<file path="src/rtl/dump_manager_fsm.sv">
// Reads LEN bytes from flash starting at BASE and forwards each one to the RS transmitter.
// Latency: START->FL_RD 1 cycle, FL_STATUS->RS_SEND 1 cycle, RS_DONE->next FL_RD 2 cycles.
// Backpressure: one byte in flight; waits indefinitely on FL_STATUS and RS_DONE handshakes.
module dump_manager_fsm #(
    parameter int unsigned         ADDR_W = 24,
    parameter int unsigned         LEN    = 16,
    parameter logic [ADDR_W-1:0]   BASE   = '0
) (
    input  logic              CLK_50MHZ,
    input  logic              RST,
    input  logic              START,
    output logic              FL_RD,
    output logic [ADDR_W-1:0] FL_ADDR,
    input  logic              FL_STATUS,
    input  logic [7:0]        FL_DATA,
    output logic              RS_SEND,
    output logic [7:0]        RS_DATA,
    input  logic              RS_DONE,
    output logic              BUSY,
    output logic              DONE,
    output logic [2:0]        state
);

    localparam int unsigned        BC_W      = $clog2(LEN + 1);
    localparam logic [BC_W-1:0]    LAST_BYTE = BC_W'(LEN - 1);

    typedef enum logic [2:0] {
        S_IDLE    = 3'd0,
        S_REQ_FL  = 3'd1,
        S_WAIT_FL = 3'd2,
        S_SEND_RS = 3'd3,
        S_WAIT_RS = 3'd4,
        S_NEXT    = 3'd5,
        S_STOP    = 3'd6
    } state_t;

    state_t            cur_st;
    state_t            nxt_st;
    logic [ADDR_W-1:0] addr_cnt;
    logic [BC_W-1:0]   byte_cnt;
    logic [7:0]        rs_data_q;

    always_ff @(posedge CLK_50MHZ or negedge RST) begin
        if (!RST) begin
            cur_st <= S_IDLE;
        end else begin
            cur_st <= nxt_st;
        end
    end

    always_comb begin
        nxt_st = S_IDLE;
        case (cur_st)
            S_IDLE:    nxt_st = START ? S_REQ_FL : S_IDLE;
            S_REQ_FL:  nxt_st = S_WAIT_FL;
            S_WAIT_FL: nxt_st = FL_STATUS ? S_SEND_RS : S_WAIT_FL;
            S_SEND_RS: nxt_st = S_WAIT_RS;
            S_WAIT_RS: nxt_st = RS_DONE ? S_NEXT : S_WAIT_RS;
            S_NEXT:    nxt_st = (byte_cnt == LAST_BYTE) ? S_STOP : S_REQ_FL;
            S_STOP:    nxt_st = S_STOP;
            default:   nxt_st = S_IDLE;
        endcase
    end

    // Counters advance only in NEXT, so FL_ADDR stays put across the whole flash handshake.
    always_ff @(posedge CLK_50MHZ or negedge RST) begin
        if (!RST) begin
            addr_cnt  <= BASE;
            byte_cnt  <= '0;
            rs_data_q <= '0;
        end else begin
            case (cur_st)
                S_IDLE: begin
                    if (START) begin
                        addr_cnt <= BASE;
                        byte_cnt <= '0;
                    end
                end
                S_WAIT_FL: begin
                    if (FL_STATUS) begin
                        rs_data_q <= FL_DATA;
                    end
                end
                S_NEXT: begin
                    if (byte_cnt != LAST_BYTE) begin
                        addr_cnt <= addr_cnt + 1'b1;
                        byte_cnt <= byte_cnt + 1'b1;
                    end
                end
                default: ;
            endcase
        end
    end

    always_comb begin
        FL_RD   = (cur_st == S_REQ_FL);
        RS_SEND = (cur_st == S_SEND_RS);
        BUSY    = (cur_st != S_IDLE) && (cur_st != S_STOP);
        DONE    = (cur_st == S_STOP);
        FL_ADDR = addr_cnt;
        RS_DATA = rs_data_q;
        state   = cur_st;
    end

endmodule

</file>
<file path="config.mk">
export PLATFORM = sky130hd
export DESIGN_NAME = dump_manager_fsm
export DESIGN_NICKNAME = d
export VERILOG_FILES = /design/src/rtl/dump_manager_fsm.sv
export SDC_FILE = /design/constraint.sdc
export NUM_CORES = 1
export LEC_CHECK = 0
export CAP_MARGIN = 10
export CORE_ASPECT_RATIO = 0.5
export CORE_UTILIZATION = 48
export DETAILED_ROUTE_END_ITERATION = 7
export PLACE_DENSITY_LB_ADDON = 0.12
export SYNTH_ARGS = -nofsm -noshare
export SYNTH_HDL_FRONTEND = slang
export SYNTH_SLANG_ARGS = --single-unit
export TNS_END_PERCENT = 30
</file>
<file path="constraint.sdc">
create_clock -name CLK_50MHZ -period 3.1 [get_ports CLK_50MHZ]
set_input_delay 0.775 -clock CLK_50MHZ [delete_from_list [all_inputs] [get_ports CLK_50MHZ]]
set_output_delay 0.775 -clock CLK_50MHZ [all_outputs]
set_load 0.05 [all_outputs]
</file>
# == Word-level counts from Yosys, hierarchy flattened ==
# Index checks and enable logic that the tools add are counted.
# totals
ff_bits,40
latch_bits,0
ram_bits,0
romBits,0
in_bits,13
output_inout_bits,39
wordCells,34
n_memories,0
# op_classes
add_sub_neg,2
n_mul,0
div,0
order_cmp,0
n_eq_ne,11
shift,0
mux,11
bitwise,0
reduce_logical,6
# op_table
op,count
$mux 24,2
$pmux 24 s2,1
$add 24x1->24 const B,1
$pmux 3 s7,1
$mux 5,2
$pmux 5 s2,1
$eq 3x3->1 const B,3
$eq 3x2->1 const B,2
$add 5x1->5 const B,1
$eq 5x4->1 const B,1
$ne 5x4->1 const B,1
$ne 2x2->1 const B,2
$eq 3x1->1 const B,1
$logic_not 3->1,1
$mux 1,3
$mux 3,1
$ne 3x3->1 const B,1
$reduce_and 3->1,1
$reduce_bool 3->1,1
$reduce_and 2->1,1
$reduce_bool 2->1,1
$logic_and 1x1->1,1

# == Depth between registers and ports, before layout ==
# Gate-level depths: netlist (run 1).
# depth
depth_word,3
depth_mapped,8

# == Worst setup path before layout (run 1) ==
# No wires, ideal clock.
# synth_timing
path_type,reg2out
start,register cur_st[1] (netlist: state[1])
end,output port DONE
arrival_ns,1.735
required_ns,2.325
path_slack_ns,0.590
stages_incl_launch_ff,4
path_buffers,1
cell_sequence,dfrtp_1 -> clkbuf_1 -> nand2b_1 -> nor2_1
# synth_via
elab_chain_len,1
# synth_rtl
item,line,source
"start, declared",37,state_t cur_st;
"start signal, assigned",47,cur_st <= nxt_st;
$eq 3x3->1,99,DONE = (cur_st == S_STOP);
"end, declared",20,"output logic DONE,"
# Every way passes these cells.

# == Final worst setup path (run 1) ==
# layout_timing
start,register cur_st[2] (netlist: state[2])
end,output port DONE
# The elaborated chain is that of the path after synthesis.

==> flow_metrics.tcl, run 1 <==
set metrics [dict create \
    cts_tree "done" \
    critical_path.max_stage_delay_ns 0.82 \
    vias 1681 \
    gr-total-overflow 0 \
    ctsLongestPathBuffers 2 \
    ir_drop_mv 0.690 \
    synth-main-ff-cell "dfrtp_1" \
    fin_skew_ns 0.00451 \
    cp.arrival_ns 1.99 \
    grt_usage 0.207 \
    routed_wirelength_mm 4.27 \
    fmax_mhz 361 \
    numPortBuffers 51 \
    drive_above_1_share 0.0850 \
    cts_setup_buffers 0 \
    io_pins 52 \
    die_w_um 92.8 \
    clock_sinks 40 \
    ctsHoldBuffers 0 \
    syn-num-nets 209 \
    final_nets 262 \
    tns_ns 0 \
    drv_cap 0 \
    clk_pin_slew_ns 0.07 \
    worstPathRequired_ns 2.32 \
    dpl.cell_count 293 \
    path_max_fanout 12 \
    cp.buffers_inverters 2 \
    syn_inst 193 \
    grt_pass1_wl_mm 6.84 \
    antenna_found_initial 0 \
    path_class "flip-flop to primary output" \
    antenna_left 0 \
    cp_top_family "buffers and inverters" \
    p_leak_nw 1.07 \
    ys_seq_area_frac 0.506 \
    area_growth_syn_to_layout_pct 33.1 \
    netlist-cell-type-count 35 \
    diodes 0 \
    drtIter0Drc 50 \
    setup_viol 0 \
    grt_pass1_vias 1524 \
    die_area_sq_um 4400 \
    start_util 0.504 \
    wl_per_cell_um 14.2 \
    hold_viol 0 \
    cts_resized 0 \
    syn_area_sq_um 1980 \
    viasPerCell 5.58 \
    syn_area_per_cell_sq_um 10.2 \
    slew_headroom 0.411 \
    synth_seq_cells 40 \
    hold_path_class "flip-flop to flip-flop" \
    final_max_slew_viol_count 0 \
    numCtsBuffers 5 \
    clk_latency_ns 0.29 \
    drc 0 \
    core_area_sq_um 3920 \
    min_period_over_period 0.893 \
    grt_max_degree 41 \
    period_minus_slack_ns 2.77 \
    outcome "complete, no violations" \
    rows 16 \
    root_buffer "clkbuf_8" \
    endpoint_kind "primary output" \
    cts_max_level 2 \
    finalNonFillerCells 301 \
    cpMaxStageDelayCell "clkdlybuf4s50_1" \
    drt-pass1-iter-count 4 \
    yosysWarnings 0 \
    p_per_area_nw_per_um2 725 \
    synth_enable_flop_cells 0 \
    async_flop_share 1.00 \
    die_h_um 47.4 \
    place_hpwl_mm 2.95 \
    cp_cell_sequence "inv_1, nor2_1, clkdlybuf4s50_1" \
    r2r_slack_ns 0.42 \
    tightest_slew_ns 0.883 \
    gp_congestion 0.713 \
    cp-start-kind "flip-flop" \
    rsz0062_at_grt "false" \
    num-fill-cells 333 \
]
placed cells by master, fill, tap and decap left out, types with 2 or more instances in the layout:
cell / instances
a21oi_1: 14
and3_1: 2
and4_1: 5
buf_4: 3
clkbuf_1: 2
clkbuf_8: 6
clkdlybuf4s50_1: 50
dfrtp_1: 40
ha_1: 3
inv_1: 4
mux2_2: 8
nand2_1: 15
nand2b_1: 4
nand3_1: 8
nand4_1: 9
nor2_1: 15
o21ai_0: 11
o31ai_1: 8
or3_1: 6
or4_1: 8
xnor2_1: 3
xor2_1: 8
tightest hold or removal path: cells and delay by family (launching register included):
family | cells | cell delay (ns)
compound gates | 1 | 0.06
flops | 1 | 0.34
simple gates | 1 | 0.04
path summary, 6_finish.rpt:
path,from,endpoint,cells past startpoint
setup / recovery,state[2],DONE,3
hold / removal,byte_cnt[4],byte_cnt[4],2
setup reg to reg,byte_cnt[0],FL_ADDR[13],7
hold reg to reg,byte_cnt[4],byte_cnt[4],2
max in group asynchronous,RST,byte_cnt[1],1
min in group asynchronous,RST,FL_ADDR[15],1
cells in the mapped netlist, types with 2 or more instances:
cell	n	area, sq um
nand4_1	9	56.3
dfrtp_1	40	1000
ha_1	3	37.5
nand2b_1	4	25.0
o21ai_0	11	55.1
o31ai_1	8	60.1
clkbuf_1	6	22.5
nand3_1	8	40.0
nand2_1	15	56.3
or3_1	6	37.5
and4_1	5	43.8
xor2_1	8	70.1
and3_1	2	12.5
mux2_2	8	90.1
a21oi_1	14	70.1
xnor2_1	3	26.3
nor2_1	15	56.3
inv_1	4	15.0
or4_1	8	60.1
cell families (layout without fill, tap and decap cells):
kind of cell	count (synthesis)	count (layout)	share of synthesized area
AND/OR/NAND/NOR	80	80	0.237
flip-flops	40	40	0.506
AO/OA/AOI/OAI	38	38	0.112
buffers and inverters	12	66	0.0272
XOR/XNOR	11	11	0.0487
multiplexers	9	9	0.0506
adder cells (fa/ha/maj)	3	3	0.0190
sequential cells by signal, indices dropped and copies added, names as in the netlist:
signal and count:
state 3, byte_cnt 5, RS_DATA 8, FL_ADDR 24
where the power goes:
part / total (mW) / internal, mW / switching [mW]
clock: 0.357 / 0.182 / 0.175
combinational: 0.843 / 0.306 / 0.537
sequential: 0.710 / 0.608 / 0.102
stage by stage:
stage	hold WS (ns)	cell area (sq um)	power, mW	utilization	setup WS, ns
detailed placement	0.471	2540	1.56	0.648	0.258
finish	0.480	2630	1.91	0.671	0.332
CTS	0.487	2630	1.93	0.671	0.304
floorplan	0.450	1980	1.28	-	0.590
global placement	0.462	2540	1.55	0.648	0.321
global route	0.525	2630	2.00	0.671	0.225
layer usage:
metal / routed length [um] / vias up / GRT usage / part of all wire
li1: - / 812 / - / -
met1: 2010 / 818 / 0.253 / 0.47
met2: 1960 / 47 / 0.357 / 0.46
met3: 269 / 4 / 0.0696 / 0.063
met4: 25 / 0 / 0.0769 / 0.0059
met5: 0 / - / 0 / 0
cell type report:
type                       count  area (sq um)  area share
timing repair buffer          54           528       0.200
sequential                    40          1000       0.380
clock buffer                   8          90.1      0.0342
tap                           54          67.6      0.0257
multi-input combinational    141           932       0.354
inverter                       4          15.0     0.00570
Note: power is estimated with default switching activity, not from simulation.
==> run 2, diff against run 1 <==
- CTS_CLUSTER_SIZE: unset -> 8
- SKIP_LAST_GASP: unset -> 1
- SLEW_MARGIN: unset -> 40
==> flow_metrics.tcl, run 2 (synthesis results as in run 1) <==
set metrics [dict create \
    period_minus_slack_ns 2.76 \
    root_buffer "clkbuf_8" \
    clk_pin_slew_ns 0.08 \
    clock_sinks 40 \
    layout_setup_ws_ns 0.345 \
    final_nets 262 \
    r2r_slack_ns 0.44 \
    grt_max_degree 41 \
    gp_congestion 0.713 \
    num-fill-cells 320 \
    drt-pass1-iter-count 4 \
    outcome "complete, no violations" \
    io_pins 52 \
    cp.arrival_ns 1.98 \
    p_switching_mw 0.811 \
    clk_latency_ns 0.29 \
    viasPerCell 5.61 \
    power.share.switching 0.425 \
    grt_pass1_vias 1464 \
    cp-start-kind "flip-flop" \
    path_max_fanout 12 \
    start_util 0.504 \
    cts_resized 0 \
    drc 0 \
    die_h_um 47.4 \
    fin_skew_ns 0.00412 \
    area_growth_syn_to_layout_pct 33.3 \
    pwr-share-clk 0.186 \
    cts_setup_buffers 0 \
    path_class "flip-flop to primary output" \
    ff2ff_path_depth 7 \
    wl_per_cell_um 14.0 \
    place_ws_ns 0.245 \
    core_area_sq_um 3920 \
    p_per_area_nw_per_um2 723 \
    m1WireLength_mm 1.91 \
    final_cell_mix "50 x clkdlybuf4s50_1, 40 x dfrtp_1, 15 x nor2_1, 15 x nand2_1, 14 x a21oi_1" \
    setup_viol 0 \
    numPortBuffers 51 \
    r2r_end "FL_ADDR[13]" \
    hold_path_class "input port to async pin" \
    grt_pass1_wl_mm 6.73 \
    vias 1688 \
    place_hpwl_mm 2.91 \
    hold_viol 0 \
    fmax_mhz 363 \
    gr-total-overflow 0 \
    antenna_left 0 \
    routed_wirelength_mm 4.20 \
    p_int_mw 1.10 \
    fin_area_sq_um 2640 \
    layout_commonest_cell "clkdlybuf4s50_1" \
    die_w_um 92.8 \
    tns_ns 0 \
    placed_cell_area_sq_um 2550 \
    drtIter0Drc 65 \
    numCtsBuffers 5 \
    largest_reg_flops 24 \
    p_leak_nw 1.07 \
    comb_power_share 0.442 \
    seq_power_share 0.372 \
    drv_cap 0 \
    diodes 0 \
    cts_tree "done" \
    endpoint_kind "primary output" \
    drive_above_1_share 0.0850 \
    dpl.cell_count 293 \
    worstReg2RegStart "byte_cnt[0]" \
    cts_max_level 2 \
    ctsLongestPathBuffers 2 \
    wl_met2_mm 1.95 \
    grt_usage 0.203 \
    min_period_over_period 0.889 \
    antenna_found_initial 0 \
    highest_layer "met3" \
    die_area_sq_um 4400 \
    ctsHoldBuffers 0 \
    rsz0062_at_grt "false" \
    rows 16 \
    worstPathRequired_ns 2.32 \
    slew_headroom 0.566 \
    final_max_slew_viol_count 0 \
    finalNonFillerCells 301 \
    tightest_slew_ns 0.648 \
    ir_drop_mv 0.580 \
    wl_met3_um 337 \
]
run 2: power by group through the flow:
stage	combinational, mW	sequential (mW)	clock, mW
4_1_cts	0.850	0.711	0.363
5_1_grt	0.892	0.724	0.382
6_report	0.843	0.709	0.354
2_1_floorplan	0.350	0.933	0
3_3_place_gp	0.840	0.713	0
3_5_place_dp	0.846	0.719	0
run 2: worst max-delay path, cell delays in order (launching register included):
cell,delay [ns]
dfrtp_1,0.61
inv_1,0.13
nor2_1,0.13
clkdlybuf4s50_1,0.82
run 2: area by class of cell:
| type | count | area [sq um] | area share |
|---|---|---|---|
| flip-flops and latches | 40 | 1000 | 0.380 |
| multi-input cells | 141 | 932 | 0.354 |
| repair buffers | 54 | 531 | 0.201 |
| clock buffers | 8 | 90.1 | 0.0342 |
| well taps | 54 | 67.6 | 0.0256 |
| inverters | 4 | 15.0 | 0.00570 |
run 2: through the flow:
stage | util | hold WS [ns] | power, mW
finish | 0.672 | 0.451 | 1.91
global route | 0.672 | 0.489 | 2.00
CTS | 0.672 | 0.468 | 1.92
detailed placement | 0.649 | 0.471 | 1.57
global placement | 0.648 | 0.462 | 1.55
floorplan | - | 0.450 | 1.28
run 2: how the worst max path moves through the flow:
stage                   to  startpoint  slack (ns)  cells past startpoint
4_1_cts               DONE    state[2]        0.31                      3
5_1_grt              FL_RD    state[1]        0.25                      3
3_3_place_gp   FL_ADDR[21]       START        0.32                      5
3_5_place_dp   FL_ADDR[21]       START        0.25                      5
2_1_floorplan         DONE    state[1]        0.59                      3
6_report              DONE    state[2]        0.34                      3
run 2: per-layer routing:
metal	global-route usage	up-vias
met2	0.341	58
li1	-	816
met1	0.254	814
met4	0.0554	0
met3	0.0761	0
met5	0	-
==> run 3, diff against run 2 <==
- CAP_MARGIN: 10 -> 20
==> results of run 3 <==
No change in the layout: final DEF, timing and power equal those of run 2.
